==> config.mk <==
export PLATFORM = sky130hd
export DESIGN_NAME = alu_op_sequencer
export DESIGN_NICKNAME = d
export VERILOG_FILES = /design/src/rtl/alu_op_sequencer.sv
export SDC_FILE = /design/constraint.sdc
export NUM_CORES = 1
export LEC_CHECK = 0
export CAP_MARGIN = 20
export CORE_MARGIN = 2
export CORE_UTILIZATION = 40
export CTS_CLUSTER_DIAMETER = 40
export CTS_CLUSTER_SIZE = 40
export DETAILED_ROUTE_END_ITERATION = 10
export HOLD_SLACK_MARGIN = 0.15
export PLACE_DENSITY = 0.89
export SYNTH_ARGS = -nofsm -noshare
export SYNTH_HDL_FRONTEND = slang
export SYNTH_SLANG_ARGS = --single-unit
==> constraint.sdc <==
create_clock -name clk -period 2 [get_ports clk]
set_input_delay 0.3 -clock clk [delete_from_list [all_inputs] [get_ports clk]]
set_output_delay 0.3 -clock clk [all_outputs]
set_load 0.02 [all_outputs]
==> src/rtl/alu_op_sequencer.sv <==
// ---------------------------------------------------------------------------
// alu_op_sequencer
//
// Issue/capture front end for the execute-stage ALU. One operation is taken
// per request handshake. The operation is mapped to the ALU control code. The
// operands and the code are held on the ALU inputs for the operation's
// latency. The ALU result is then captured and offered on a response port.
//
// Optional feature (macro ALU_SEQ_OVF_EN):
//   defined   - signed overflow of ADD/SUB is ORed into rsp_err
//   undefined - rsp_err flags illegal opcodes only
//
// Parameters:
//   MUL_CYCLES  cycles the ALU inputs are held for MUL (1..15)
//
// Ports:
//   clk, reset             clock, synchronous active-high reset
//   req_valid/req_ready    request handshake
//   req_op/req_a/req_b     opcode (0 ADD,1 SUB,2 AND,3 OR,4 MUL,5-7 illegal),
//                          operands
//   alu_a/alu_b/alu_ctrl   drive the combinational ALU
//   alu_result             result from the ALU
//   rsp_valid/rsp_ready    response handshake
//   rsp_data/rsp_err       captured result and error flag
//   dbg_state_o            current FSM state, for observation only
//
// Handshakes: a transfer happens on the rising edge where valid && ready are
// both high. The sender holds its payload stable while valid is high and
// ready is low. Inputs are ignored while the matching ready/valid is low.
// ---------------------------------------------------------------------------
module alu_op_sequencer #(
   parameter int unsigned MUL_CYCLES = 3
) (
   input  logic        clk,
   input  logic        reset,
   input  logic        req_valid,
   output logic        req_ready,
   input  logic [2:0]  req_op,
   input  logic [31:0] req_a,
   input  logic [31:0] req_b,
   output logic [31:0] alu_a,
   output logic [31:0] alu_b,
   output logic [3:0]  alu_ctrl,
   input  logic [31:0] alu_result,
   output logic        rsp_valid,
   input  logic        rsp_ready,
   output logic [31:0] rsp_data,
   output logic        rsp_err,
   output logic [1:0]  dbg_state_o
);

   typedef enum logic [1:0] {
      S_IDLE = 2'd0,
      S_EXEC = 2'd1,
      S_RESP = 2'd2
   } state_e;

   localparam logic [3:0] MUL_LAT   = 4'(MUL_CYCLES);
   localparam logic [3:0] CTRL_ADD  = 4'b0001;
   localparam logic [3:0] CTRL_SUB  = 4'b0010;
   localparam logic [3:0] CTRL_AND  = 4'b0011;
   localparam logic [3:0] CTRL_OR   = 4'b0100;
   localparam logic [3:0] CTRL_MUL  = 4'b0101;
   localparam logic [3:0] CTRL_NONE = 4'b0000;

   state_e      state_q, state_d;
   logic [3:0]  cnt_q, cnt_d;
   logic [31:0] a_q, a_d;
   logic [31:0] b_q, b_d;
   logic [3:0]  ctrl_q, ctrl_d;
   logic        perr_q, perr_d;
   logic [31:0] data_q, data_d;
   logic        err_q, err_d;

   logic [3:0]  op_ctrl;
   logic        ovf;

   // Opcode to ALU control code; illegal opcodes map to the idle code.
   always_comb begin
      op_ctrl = CTRL_NONE;
      case (req_op)
         3'd0:    op_ctrl = CTRL_ADD;
         3'd1:    op_ctrl = CTRL_SUB;
         3'd2:    op_ctrl = CTRL_AND;
         3'd3:    op_ctrl = CTRL_OR;
         3'd4:    op_ctrl = CTRL_MUL;
         default: op_ctrl = CTRL_NONE;
      endcase
   end

`ifdef ALU_SEQ_OVF_EN
   // Signed overflow from the held operands and the ALU result of this cycle.
   always_comb begin
      ovf = 1'b0;
      if (ctrl_q == CTRL_ADD)
         ovf = (a_q[31] == b_q[31]) && (alu_result[31] != a_q[31]);
      else if (ctrl_q == CTRL_SUB)
         ovf = (a_q[31] != b_q[31]) && (alu_result[31] != a_q[31]);
   end
`else
   assign ovf = 1'b0;
`endif

   always_comb begin
      state_d = state_q;
      cnt_d   = cnt_q;
      a_d     = a_q;
      b_d     = b_q;
      ctrl_d  = ctrl_q;
      perr_d  = perr_q;
      data_d  = data_q;
      err_d   = err_q;
      case (state_q)
         S_IDLE: begin
            if (req_valid) begin
               a_d     = req_a;
               b_d     = req_b;
               ctrl_d  = op_ctrl;
               cnt_d   = (req_op == 3'd4) ? MUL_LAT : 4'd1;
               perr_d  = (req_op > 3'd4);
               state_d = S_EXEC;
            end
         end
         S_EXEC: begin
            cnt_d = cnt_q - 4'd1;
            if (cnt_q == 4'd1) begin
               // Illegal ops report zero regardless of what the ALU returns.
               data_d  = perr_q ? 32'd0 : alu_result;
               err_d   = perr_q | ovf;
               state_d = S_RESP;
            end
         end
         S_RESP: begin
            if (rsp_ready) state_d = S_IDLE;
         end
         default: state_d = S_IDLE;
      endcase
   end

   always_ff @(posedge clk) begin
      if (reset) begin
         state_q <= S_IDLE;
         cnt_q   <= 4'd0;
         a_q     <= 32'd0;
         b_q     <= 32'd0;
         ctrl_q  <= CTRL_NONE;
         perr_q  <= 1'b0;
         data_q  <= 32'd0;
         err_q   <= 1'b0;
      end else begin
         state_q <= state_d;
         cnt_q   <= cnt_d;
         a_q     <= a_d;
         b_q     <= b_d;
         ctrl_q  <= ctrl_d;
         perr_q  <= perr_d;
         data_q  <= data_d;
         err_q   <= err_d;
      end
   end

   assign req_ready   = (state_q == S_IDLE);
   assign rsp_valid   = (state_q == S_RESP);
   assign alu_ctrl    = (state_q == S_EXEC) ? ctrl_q : CTRL_NONE;
   assign alu_a       = a_q;
   assign alu_b       = b_q;
   assign rsp_data    = data_q;
   assign rsp_err     = err_q;
   assign dbg_state_o = state_q;

endmodule

==> results by group <==
Status
  – Status: finished clean

Clock tree
  – H-Tree Depth: 3
  – # clock sinks: 107
  – Clock Tree Root: clkbuf_8
  – Inserted Clock Buffers: 9
  – Post-CTS Setup Repair Bufs: 0
  – Clock buffer depth: 2
  – CTS tree: yes
  – CTS clk-pin slew, worst paths: 0.09 ns
  – Worst-skew pair later-pin latency: 0.36 ns

Global routing
  – Antenna violations before repair: 0
  – Largest net degree at the start of global routing: 53
  – Vias in the first global route: 4154
  – GRT overflow: 0
  – Overall Global Routing Usage: 22.4%
  – First-pass GRT wire length: 20.0 mm

Detailed routing
  – Met2 WL: 6.33 mm
  – DRT Pass-1 Iters: 4
  – Wire length on met3: 1.10 mm
  – Detail-routed via count per cell: 5.20
  – Met1 WL: 5.06 mm
  – Initial DRC count: 204
  – Post-route DRC violation count: 0
  – Routed wire length: 12.8 mm
  – WL/cell: 15.6 um
  – Via Count: 4240
  – Remaining antenna violation count: 0
  – Top sig layer: met4

Placed design
  – Count of input and output buffers: 206
  – Post-placement cell area: 6270 um^2
  – Placed Instances: 800
  – Post-detail-place hpwl: 8.92 mm
  – Final GP Congestion: 0.754

Worst setup path
  – Critical Path RT: 1.70 ns
  – Worst path top cell family by delay: buffers and inverters
  – CP Buf/Inv Count: 1
  – Critical path's largest stage delay: 0.63 ns
  – Critical path cell sequence: nor2b_1 -> clkdlybuf4s50_1
  – Crit path capture type: output pin
  – Worst path arrival time: 1.64 ns
  – Reg-to-reg startpoint: cnt_q[1]
  – Startpoint types: flop
  – WS Path Type: reg -> out
  – Critical-path top delay cell: clkdlybuf4s50_1
  – Critical Path Fanout Max: 9
  – Launch point of the worst path: dbg_state_o[1]

Layout
  – Commonest non-fill, non-tap cell in the layout: clkdlybuf4s50_1
  – Post-layout nets: 783
  – Filler cells: 806
  – Register Area: 2140 um^2
  – Layout cell share with drive strength beyond 1: 4.83%
  – # diodes: 0
  – Commonest non-fill, non-tap cells in the layout: 202 x clkdlybuf4s50_1, 134 x nand2_1, 106 x dfxtp_1, 103 x a21oi_1, 32 x nand4b_1
  – Final Non-Filler Cells: 816
  – Finished Cell Area: 6490 um^2
  – P&R area growth vs syn: 59.3%
  – Multi-input logic area: 1740 um^2

Logic synthesis
  – Yosys reg bits: 107
  – Syn_area_per_cell: 8.19 um^2
  – Synthesized instance count: 498
  – Synth unique cells: 31
  – Synthesis Warnings: 0
  – Syn Nets: 603
  – Synthesized cell area: 4080 um^2
  – Register area share after synthesis: 52.5%

Timing
  – Relative slew margins: 34.7%
  – FMAX: 515 MHz
  – Fin. max-slew vios: 0
  – Skew final: 0.00458 ns
  – Period utilisation layout: 97.1%
  – Final setup fails: 0
  – Measured slew at the worst slew-check pin: 0.978 ns
  – RSZ-0062 raised after global routing: false
  – Final hold vios: 0
  – Tmin final: 1.94 ns
  – Setup TNS Final: 0 ns

Hold path
  – Worst Hold Launch: reset
  – Min-delay worst type: in -> reg

Pwr
  – Max VDD drop: 0.000392 V
  – Pwr dens: 770 nW/um^2
  – LEAKAGE: 2.30 nW

Floorplanning
  – Starting Density: 41.5%
  – Vert. Die Dim: 105 um
  – Core area: 9820 um^2
  – FP Rows: 36
  – Chip Width: 105 um
  – Die ar.: 11000 um^2
  – Ports: 208

Flow run
  – Max Cap Viol: 0
area by class of cell:
class / instances / share of cell area [%]
clock buffers: 11 / 2.33
flip-flops and latches: 107 / 33.0
multi-input cells: 341 / 26.8
well taps: 133 / 2.56
clock inverters: 5 / 1.16
inverters: 3 / 0.173
repair buffers: 216 / 34.0
flip-flops by register name (all words and copies together) (netlist names):
signal	cells
dbg_state_o	2
alu_b	32
rsp_data	32
cnt_q	4
alu_a	32
ctrl_q	3
rsp_err	1
perr_q	1
where the power goes:
group          total [mW]  internal [mW]  switching, mW
Sequential           2.35           2.26         0.0844
Clock                1.48          0.768          0.716
Combinational        1.17          0.566          0.600
Total                5.00           3.60           1.40
final timing paths:
check / end / slack, ns / cells past startpoint
min: dbg_state_o[0] / 0.41 / 2
max reg2reg: rsp_data[14] / 0.15 / 5
max: rsp_valid / 0.06 / 2
min reg2reg: ctrl_q[0] / 0.45 / 2
logic make-up (layout without fill, tap and decap cells):
family	Yosys count	count (layout)	synth area share (%)
compound gates	143	143	18.0
fa+ha+maj	2	2	0.614
xor+xnor	1	1	0.215
flops	107	107	52.5
simple gates	194	194	23.4
buf+inv	50	235	5.15
other cells	1	1	0.0920
stage by stage:
step / setup WS (ns) / util (%) / hold WS [ns] / total power, mW
after floorplan: 0.246 / - / 0.427 / 2.95
after global placement: 0.0799 / 63.9 / 0.435 / 3.52
after detailed placement: 0.0824 / 63.9 / 0.440 / 3.56
after CTS: 0.0488 / 66.1 / 0.393 / 5.04
after global routing: 0.00675 / 66.1 / 0.422 / 5.21
final: 0.0571 / 66.1 / 0.406 / 5.00
layer usage:
layer  up-vias  global-route usage (%)
li1       2042                       -
met1      2003                    24.6
met2       175                    39.8
met3        20                    7.11
met4         0                    8.76
met5         -                       0
cell usage after synthesis:
library cell | number | area [um^2]
a211oi_1 | 1 | 7.51
a21oi_1 | 103 | 515
a221oi_1 | 1 | 8.76
a22oi_1 | 1 | 7.51
a2bb2oi_1 | 1 | 8.76
a31oi_1 | 2 | 12.5
and2_1 | 3 | 18.8
buf_2 | 9 | 45.0
buf_4 | 1 | 7.51
buf_6 | 1 | 11.3
clkbuf_1 | 36 | 135
conb_1 | 1 | 3.75
dfxtp_1 | 107 | 2140
ha_1 | 2 | 25.0
inv_1 | 3 | 11.3
nand2_1 | 134 | 503
nand2b_1 | 1 | 6.26
nand3_1 | 4 | 20.0
nand3b_1 | 2 | 15.0
nand4b_1 | 32 | 280
nor2_1 | 7 | 26.3
nor2b_1 | 3 | 18.8
nor3_1 | 1 | 5.00
nor3b_2 | 2 | 25.0
o21ai_0 | 30 | 150
o21ai_1 | 3 | 15.0
o21bai_1 | 1 | 7.51
or3_1 | 3 | 18.8
or3b_1 | 1 | 8.76
or3b_2 | 1 | 8.76
xnor2_1 | 1 | 8.76
timing repair:
action,CTS,global route
resized for setup,4,0
setup endpoints to repair,4,0
hold buffers,0,0
(Power assumes the default switching activity.)
